### src/rtl/mul_sequencer_if.sv
// Handshake and product-write bundle between the decode/control unit and the
// shift-add multiply sequencer.
interface mul_sequencer_if #(
    parameter int unsigned WIDTH = 24
);
    logic                 Start;
    logic                 Signed;
    logic [WIDTH-1:0]     OperandA;
    logic [WIDTH-1:0]     OperandB;
    logic                 Busy;
    logic                 Stall;
    logic                 Done;
    logic                 Mulwrite;
    logic [2*WIDTH-1:0]   WriteMul;

    modport master (
        output Start, Signed, OperandA, OperandB,
        input  Busy, Stall, Done, Mulwrite, WriteMul
    );

    modport slave (
        input  Start, Signed, OperandA, OperandB,
        output Busy, Stall, Done, Mulwrite, WriteMul
    );
endinterface

### src/rtl/mul_sequencer.sv
// Radix-2 shift-add multiply sequencer: WIDTH add/shift steps on magnitudes,
// a sign-fix step, then a one-cycle write into the product register file.
module mul_sequencer #(
    parameter int unsigned WIDTH = 24
) (
    input  logic           Clock,
    input  logic           ResetN,
    mul_sequencer_if.slave mul_if
);
    localparam int unsigned CW = (WIDTH > 1) ? $clog2(WIDTH) : 1;

    typedef enum logic [1:0] {IDLE, RUN, FIX, WRITE} state_t;

    state_t               state;
    logic                 busy;
    logic                 done;
    logic                 mulwrite;
    logic [2*WIDTH-1:0]   product;
    logic [WIDTH-1:0]     mcand;
    logic [2*WIDTH-1:0]   acc;
    logic [CW-1:0]        count;
    logic                 neg;

    logic [WIDTH-1:0]     mag_a;
    logic [WIDTH-1:0]     mag_b;
    logic [WIDTH:0]       add_sum;

    // -2^(WIDTH-1) negates to itself, which is already the correct unsigned magnitude.
    always_comb begin
        mag_a   = (mul_if.Signed && mul_if.OperandA[WIDTH-1]) ? -mul_if.OperandA : mul_if.OperandA;
        mag_b   = (mul_if.Signed && mul_if.OperandB[WIDTH-1]) ? -mul_if.OperandB : mul_if.OperandB;
        add_sum = {1'b0, acc[2*WIDTH-1:WIDTH]};
        if (acc[0]) begin
            add_sum = {1'b0, acc[2*WIDTH-1:WIDTH]} + {1'b0, mcand};
        end
    end

    // Lower half of acc holds the multiplier and is consumed as the partial product grows in.
    always_ff @(posedge Clock or negedge ResetN) begin
        if (!ResetN) begin
            state    <= IDLE;
            busy     <= 1'b0;
            done     <= 1'b0;
            mulwrite <= 1'b0;
            product  <= '0;
            mcand    <= '0;
            acc      <= '0;
            count    <= '0;
            neg      <= 1'b0;
        end else begin
            case (state)
                IDLE: begin
                    if (mul_if.Start) begin
                        mcand <= mag_a;
                        acc   <= {{WIDTH{1'b0}}, mag_b};
                        neg   <= mul_if.Signed & (mul_if.OperandA[WIDTH-1] ^ mul_if.OperandB[WIDTH-1]);
                        count <= CW'(WIDTH - 1);
                        busy  <= 1'b1;
                        state <= RUN;
                    end
                end
                RUN: begin
                    acc   <= {add_sum, acc[WIDTH-1:1]};
                    count <= count - 1'b1;
                    if (count == '0) begin
                        state <= FIX;
                    end
                end
                FIX: begin
                    product  <= neg ? -acc : acc;
                    mulwrite <= 1'b1;
                    done     <= 1'b1;
                    state    <= WRITE;
                end
                WRITE: begin
                    mulwrite <= 1'b0;
                    done     <= 1'b0;
                    busy     <= 1'b0;
                    state    <= IDLE;
                end
                default: state <= IDLE;
            endcase
        end
    end

    assign mul_if.Busy     = busy;
    assign mul_if.Done     = done;
    assign mul_if.Mulwrite = mulwrite;
    assign mul_if.WriteMul = product;
    assign mul_if.Stall    = ((state == IDLE) && mul_if.Start) || (state == RUN) || (state == FIX);
endmodule
### src/flat_wrapper.sv
// flat-port wrapper written by rule: the top's interface ports become plain ports
module mul_sequencer_flat 
#(
    parameter int unsigned WIDTH = 24
)
  (Clock, ResetN, mul_if_Start, mul_if_Signed, mul_if_OperandA, mul_if_OperandB, mul_if_Busy, mul_if_Stall, mul_if_Done, mul_if_Mulwrite, mul_if_WriteMul);
  mul_sequencer_if #(.WIDTH(WIDTH)) mul_if_i ();
  input  logic Clock;
  input  logic ResetN;
  input wire logic [$bits(mul_if_i.Start)-1:0] mul_if_Start;
  input wire logic [$bits(mul_if_i.Signed)-1:0] mul_if_Signed;
  input wire logic [$bits(mul_if_i.OperandA)-1:0] mul_if_OperandA;
  input wire logic [$bits(mul_if_i.OperandB)-1:0] mul_if_OperandB;
  output wire logic [$bits(mul_if_i.Busy)-1:0] mul_if_Busy;
  output wire logic [$bits(mul_if_i.Stall)-1:0] mul_if_Stall;
  output wire logic [$bits(mul_if_i.Done)-1:0] mul_if_Done;
  output wire logic [$bits(mul_if_i.Mulwrite)-1:0] mul_if_Mulwrite;
  output wire logic [$bits(mul_if_i.WriteMul)-1:0] mul_if_WriteMul;
  assign mul_if_i.Start = mul_if_Start;
  assign mul_if_i.Signed = mul_if_Signed;
  assign mul_if_i.OperandA = mul_if_OperandA;
  assign mul_if_i.OperandB = mul_if_OperandB;
  assign mul_if_Busy = mul_if_i.Busy;
  assign mul_if_Stall = mul_if_i.Stall;
  assign mul_if_Done = mul_if_i.Done;
  assign mul_if_Mulwrite = mul_if_i.Mulwrite;
  assign mul_if_WriteMul = mul_if_i.WriteMul;
  mul_sequencer #(.WIDTH(WIDTH)) u_core (.Clock(Clock), .ResetN(ResetN), .mul_if(mul_if_i));
endmodule
### config.mk
export PLATFORM = sky130hd
export DESIGN_NAME = mul_sequencer_flat
export DESIGN_NICKNAME = d
export VERILOG_FILES = /design/src/rtl/mul_sequencer_if.sv /design/src/rtl/mul_sequencer.sv /design/src/flat_wrapper.sv
export SDC_FILE = /design/constraint.sdc
export NUM_CORES = 1
export LEC_CHECK = 0
export CAP_MARGIN = 20
export CORE_ASPECT_RATIO = 0.6
export CORE_MARGIN = 2
export CORE_UTILIZATION = 57
export CTS_CLUSTER_SIZE = 30
export DETAILED_ROUTE_END_ITERATION = 10
export PLACE_DENSITY = 0.82
export SETUP_SLACK_MARGIN = 0.15
export SYNTH_ARGS = -nofsm -noshare
export SYNTH_HDL_FRONTEND = slang
export SYNTH_SLANG_ARGS = --single-unit
### constraint.sdc
create_clock -name Clock -period 3.4 [get_ports Clock]
set_input_delay 0.85 -clock Clock [delete_from_list [all_inputs] [get_ports Clock]]
set_output_delay 0.85 -clock Clock [all_outputs]
set_load 0.05 [all_outputs]
==> results.py <==
metrics = {
    "worst_setup_path": {
        "cp-start-kind": "input port",
        "crit_required_ps": 3690,
        "crit_type": "input port to flop",
        "r2r_slack_ps": 430,
        "worst_setup_path_end_kind": "flop",
        "arrival_ps": 3390,
        "worstPathMaxFanout": 3,
    },
    "placed_design": {
        "pre_cts_slack_ps": -112.9,
        "dpl.hpwl_um": 17570,
        "portBuffers": 103,
        "place_area_um2": 9773,
        "routabilityCongestion": 0.9967,
    },
    "timing": {
        "final_max_slew_viol_count": 0,
        "min_period_ps": 3098,
        "fmax_ghz": 0.3227,
        "whs_ps": 221.0,
        "rsz0062_at_grt": "false",
        "hold_viol_final": 0,
        "fin_skew_ps": 8.898,
        "tightest_slew_ps": 888.2,
        "finalSetupViolCount": 0,
        "setup_ws_ps": 301.5,
        "slew_headroom_pct": 40.79,
        "finalCritPeriodShare_pct": 91.13,
    },
    "detailed_routing": {
        "ant_nets": 0,
        "drc": 0,
        "met3WireLength_um": 3188,
        "via_count": 7900,
        "top_layer": "met4",
        "drtPass1Iterations": 5,
        "post_drt_wl_per_cell_um": 18.19,
        "drtIter0Drc": 912,
        "dr_wl_met2_um": 8589,
        "wl_met1_um": 11640,
        "totalWireLength_um": 23630,
        "vias_per_cell": 6.082,
    },
    "synth": {
        "ys_ff_latch": 130,
        "yosysUniqueCellTypes": 59,
        "avgSynthCellArea_um2": 8.511,
        "synth_warnings": 0,
        "synthArstFlopShare_pct": 100.0,
        "synthFlopType": "dfrtp_1",
        "synth_fp_nets": 1074,
        "synth_area_leaders": "dfrtp_1, xor2_1, a21oi_1",
        "ys_seq_area_share_pct": 38.68,
        "syn_area_um2": 8409,
        "yosys.area.top_type_share_pct": 38.68,
        "yosys.area.top_type": "dfrtp_1",
        "synthCells": 988,
        "synth_edf_count": 0,
    },
    "finish": {
        "syn2layout_area_growth_pct": 23.49,
        "drive_above_1_share_pct": 8.447,
        "final_nets": 1174,
        "fill_cells": 1103,
        "fin_area_um2": 10390,
        "final_util_pct": 71.80,
        "diodes": 0,
    },
    "power": {
        "power_density_nw_per_um2": 1038,
        "fin_total_pwr_w": 0.01078,
        "vdd_ir_drop_max_uv": 685.3,
        "leakage_nw": 4.347,
    },
    "grt": {
        "overflow": 0,
        "grt.total_usage_pct": 31.09,
        "grt_pass1_vias": 7138,
        "grt_max_degree": 97,
        "grt_antenna_before_repair": 0,
        "grt_pass1_wl_um": 38440,
    },
    "die": {
        "io-pin-count": 104,
        "die_h_um": 98.09,
        "fp.dieW_um": 160.8,
        "start_util_pct": 58.14,
        "rows": 34,
        "die-area_um2": 15770,
        "core_area_um2": 14460,
    },
    "cts": {
        "cts_tree": "done",
        "clk_pin_slew_worst_paths_ps": 60,
        "cts-root-buf": "clkbuf_16",
        "cts.hold.buffers_added": 0,
        "clockBufferDepth": 2,
        "cts.sinks": 130,
        "numCtsBuffers": 17,
        "cts_max_level": 4,
        "clkLatencyLatePin_ps": 420,
    },
    "run_status": {
        "outcome": "finished clean",
    },
    "run": {
        "drv_cap": 0,
    },
    "worst_hold_path": {
        "hp-class": "input port to async pin",
    },
}
[metal layers]
| metal | up-vias | global-route usage [%] |
|---|---|---|
| li1 | 3769 | - |
| met1 | 3661 | 51.25 |
| met2 | 448 | 38.79 |
| met3 | 22 | 9.431 |
| met4 | 0 | 7.212 |
| met5 | - | 0 |
[state kept, by name, summed over array words and instances (netlist names)]
signal                  count
u_core.mul_if.Busy          1
u_core.count                5
u_core.mcand               24
u_core.state                2
u_core.neg                  1
u_core.mul_if.WriteMul     48
u_core.mul_if.Done          1
u_core.acc                 48
[per-stage QoR]
stage          cells  TNS, ps
6_report        1299        0
4_1_cts         1298        0
3_3_place_gp    1266   -70.86
3_5_place_dp    1266   -188.2
2_1_floorplan    988        0
5_1_grt         1299        0
[cell type report]
type                            count  area (um^2)  area share [%]
Inverter                           22        82.58          0.7952
Timing Repair Buffer              139         1321           12.72
Sequential cell                   130         3253           31.33
Tap cell                          198        247.7           2.386
Clock inverter                     12        157.7           1.518
Multi-Input combinational cell    778         4876           46.95
Clock buffer                       20        446.7           4.301
[critical path, cell delays in order]
cell and delay, ps:
clkdlybuf4s50_1 490, or3_2 520, or4_4 430, or4_4 520, o41ai_4 310, xor2_1 170
o22ai_1 90
[kinds of logic (layout without fill, tap and decap cells)]
family                   after synthesis  in the layout  share of synthesized area (%)
AO/OA/AOI/OAI                        316            316                          22.54
AND/OR/NAND/NOR                      308            308                          17.16
flip-flops                           130            130                          38.68
XOR/XNOR                             101            101                          10.52
buffers and inverters                 80            193                          3.616
adder cells (fa/ha/maj)               34             34                          5.148
multiplexers                          19             19                          2.336
[timing repair]
item                                    4_1_cts  5_1_grt
gates resized for setup                       0        0
buffers inserted                              0        1
endpoints found under the setup margin        0        4
[cell usage after synthesis (15+ instances only)]
cell type / count
dfrtp_1: 130
a21oi_1: 113
nor2_1: 109
o21ai_0: 97
nand2_1: 92
xor2_1: 66
clkbuf_1: 54
xnor2_1: 35
ha_1: 33
inv_1: 22
o31ai_1: 21
nand3_1: 15
nor3_1: 15
[layout by cell type (no fill, tap or decap), drive strengths merged, types with 4 or more instances in the layout]
master,n
xnor2,35
ha,33
or4,16
nor4,12
and3,6
nand2,92
or2,5
o31ai,21
o21ai,97
inv,23
nand3,15
o21a,11
xor2,66
clkdlybuf4s50,101
buf,38
dfrtp,130
mux2i,14
clkinv,5
a31oi,4
clkbuf,20
o41ai,13
or3,11
a211oi,5
a22oi,14
mux2,5
a21oi,113
a21o,5
nand2b,4
nor2,109
nor3,15
nand4,8
o22ai,10
nor2b,4
[path summary, 6_finish.rpt]
kind,end,from,depth (start not counted)
worst max-delay path,u_core.acc[22]$_DFFE_PN0P_,mul_if_OperandB[6],7
worst min-delay path,u_core.mul_if.WriteMul[12]$_DFFE_PN0P_,ResetN,1
worst max register to register,u_core.mul_if.WriteMul[38]$_DFFE_PN0P_,u_core.acc[0]$_DFFE_PN0P_,9
worst min register to register,u_core.mcand[2]$_DFFE_PN0P_,u_core.mcand[2]$_DFFE_PN0P_,2
max in group asynchronous,u_core.acc[31]$_DFFE_PN0P_,ResetN,2
min in group Clock,u_core.mcand[2]$_DFFE_PN0P_,u_core.mcand[2]$_DFFE_PN0P_,2
[where the power goes]
group	total, W	switching (W)	internal [W]
logic	0.00589	0.00378	0.00211
clock network	0.00187	0.000695	0.00117
registers	0.00302	0.000765	0.00225
(Power assumes the default switching activity.)
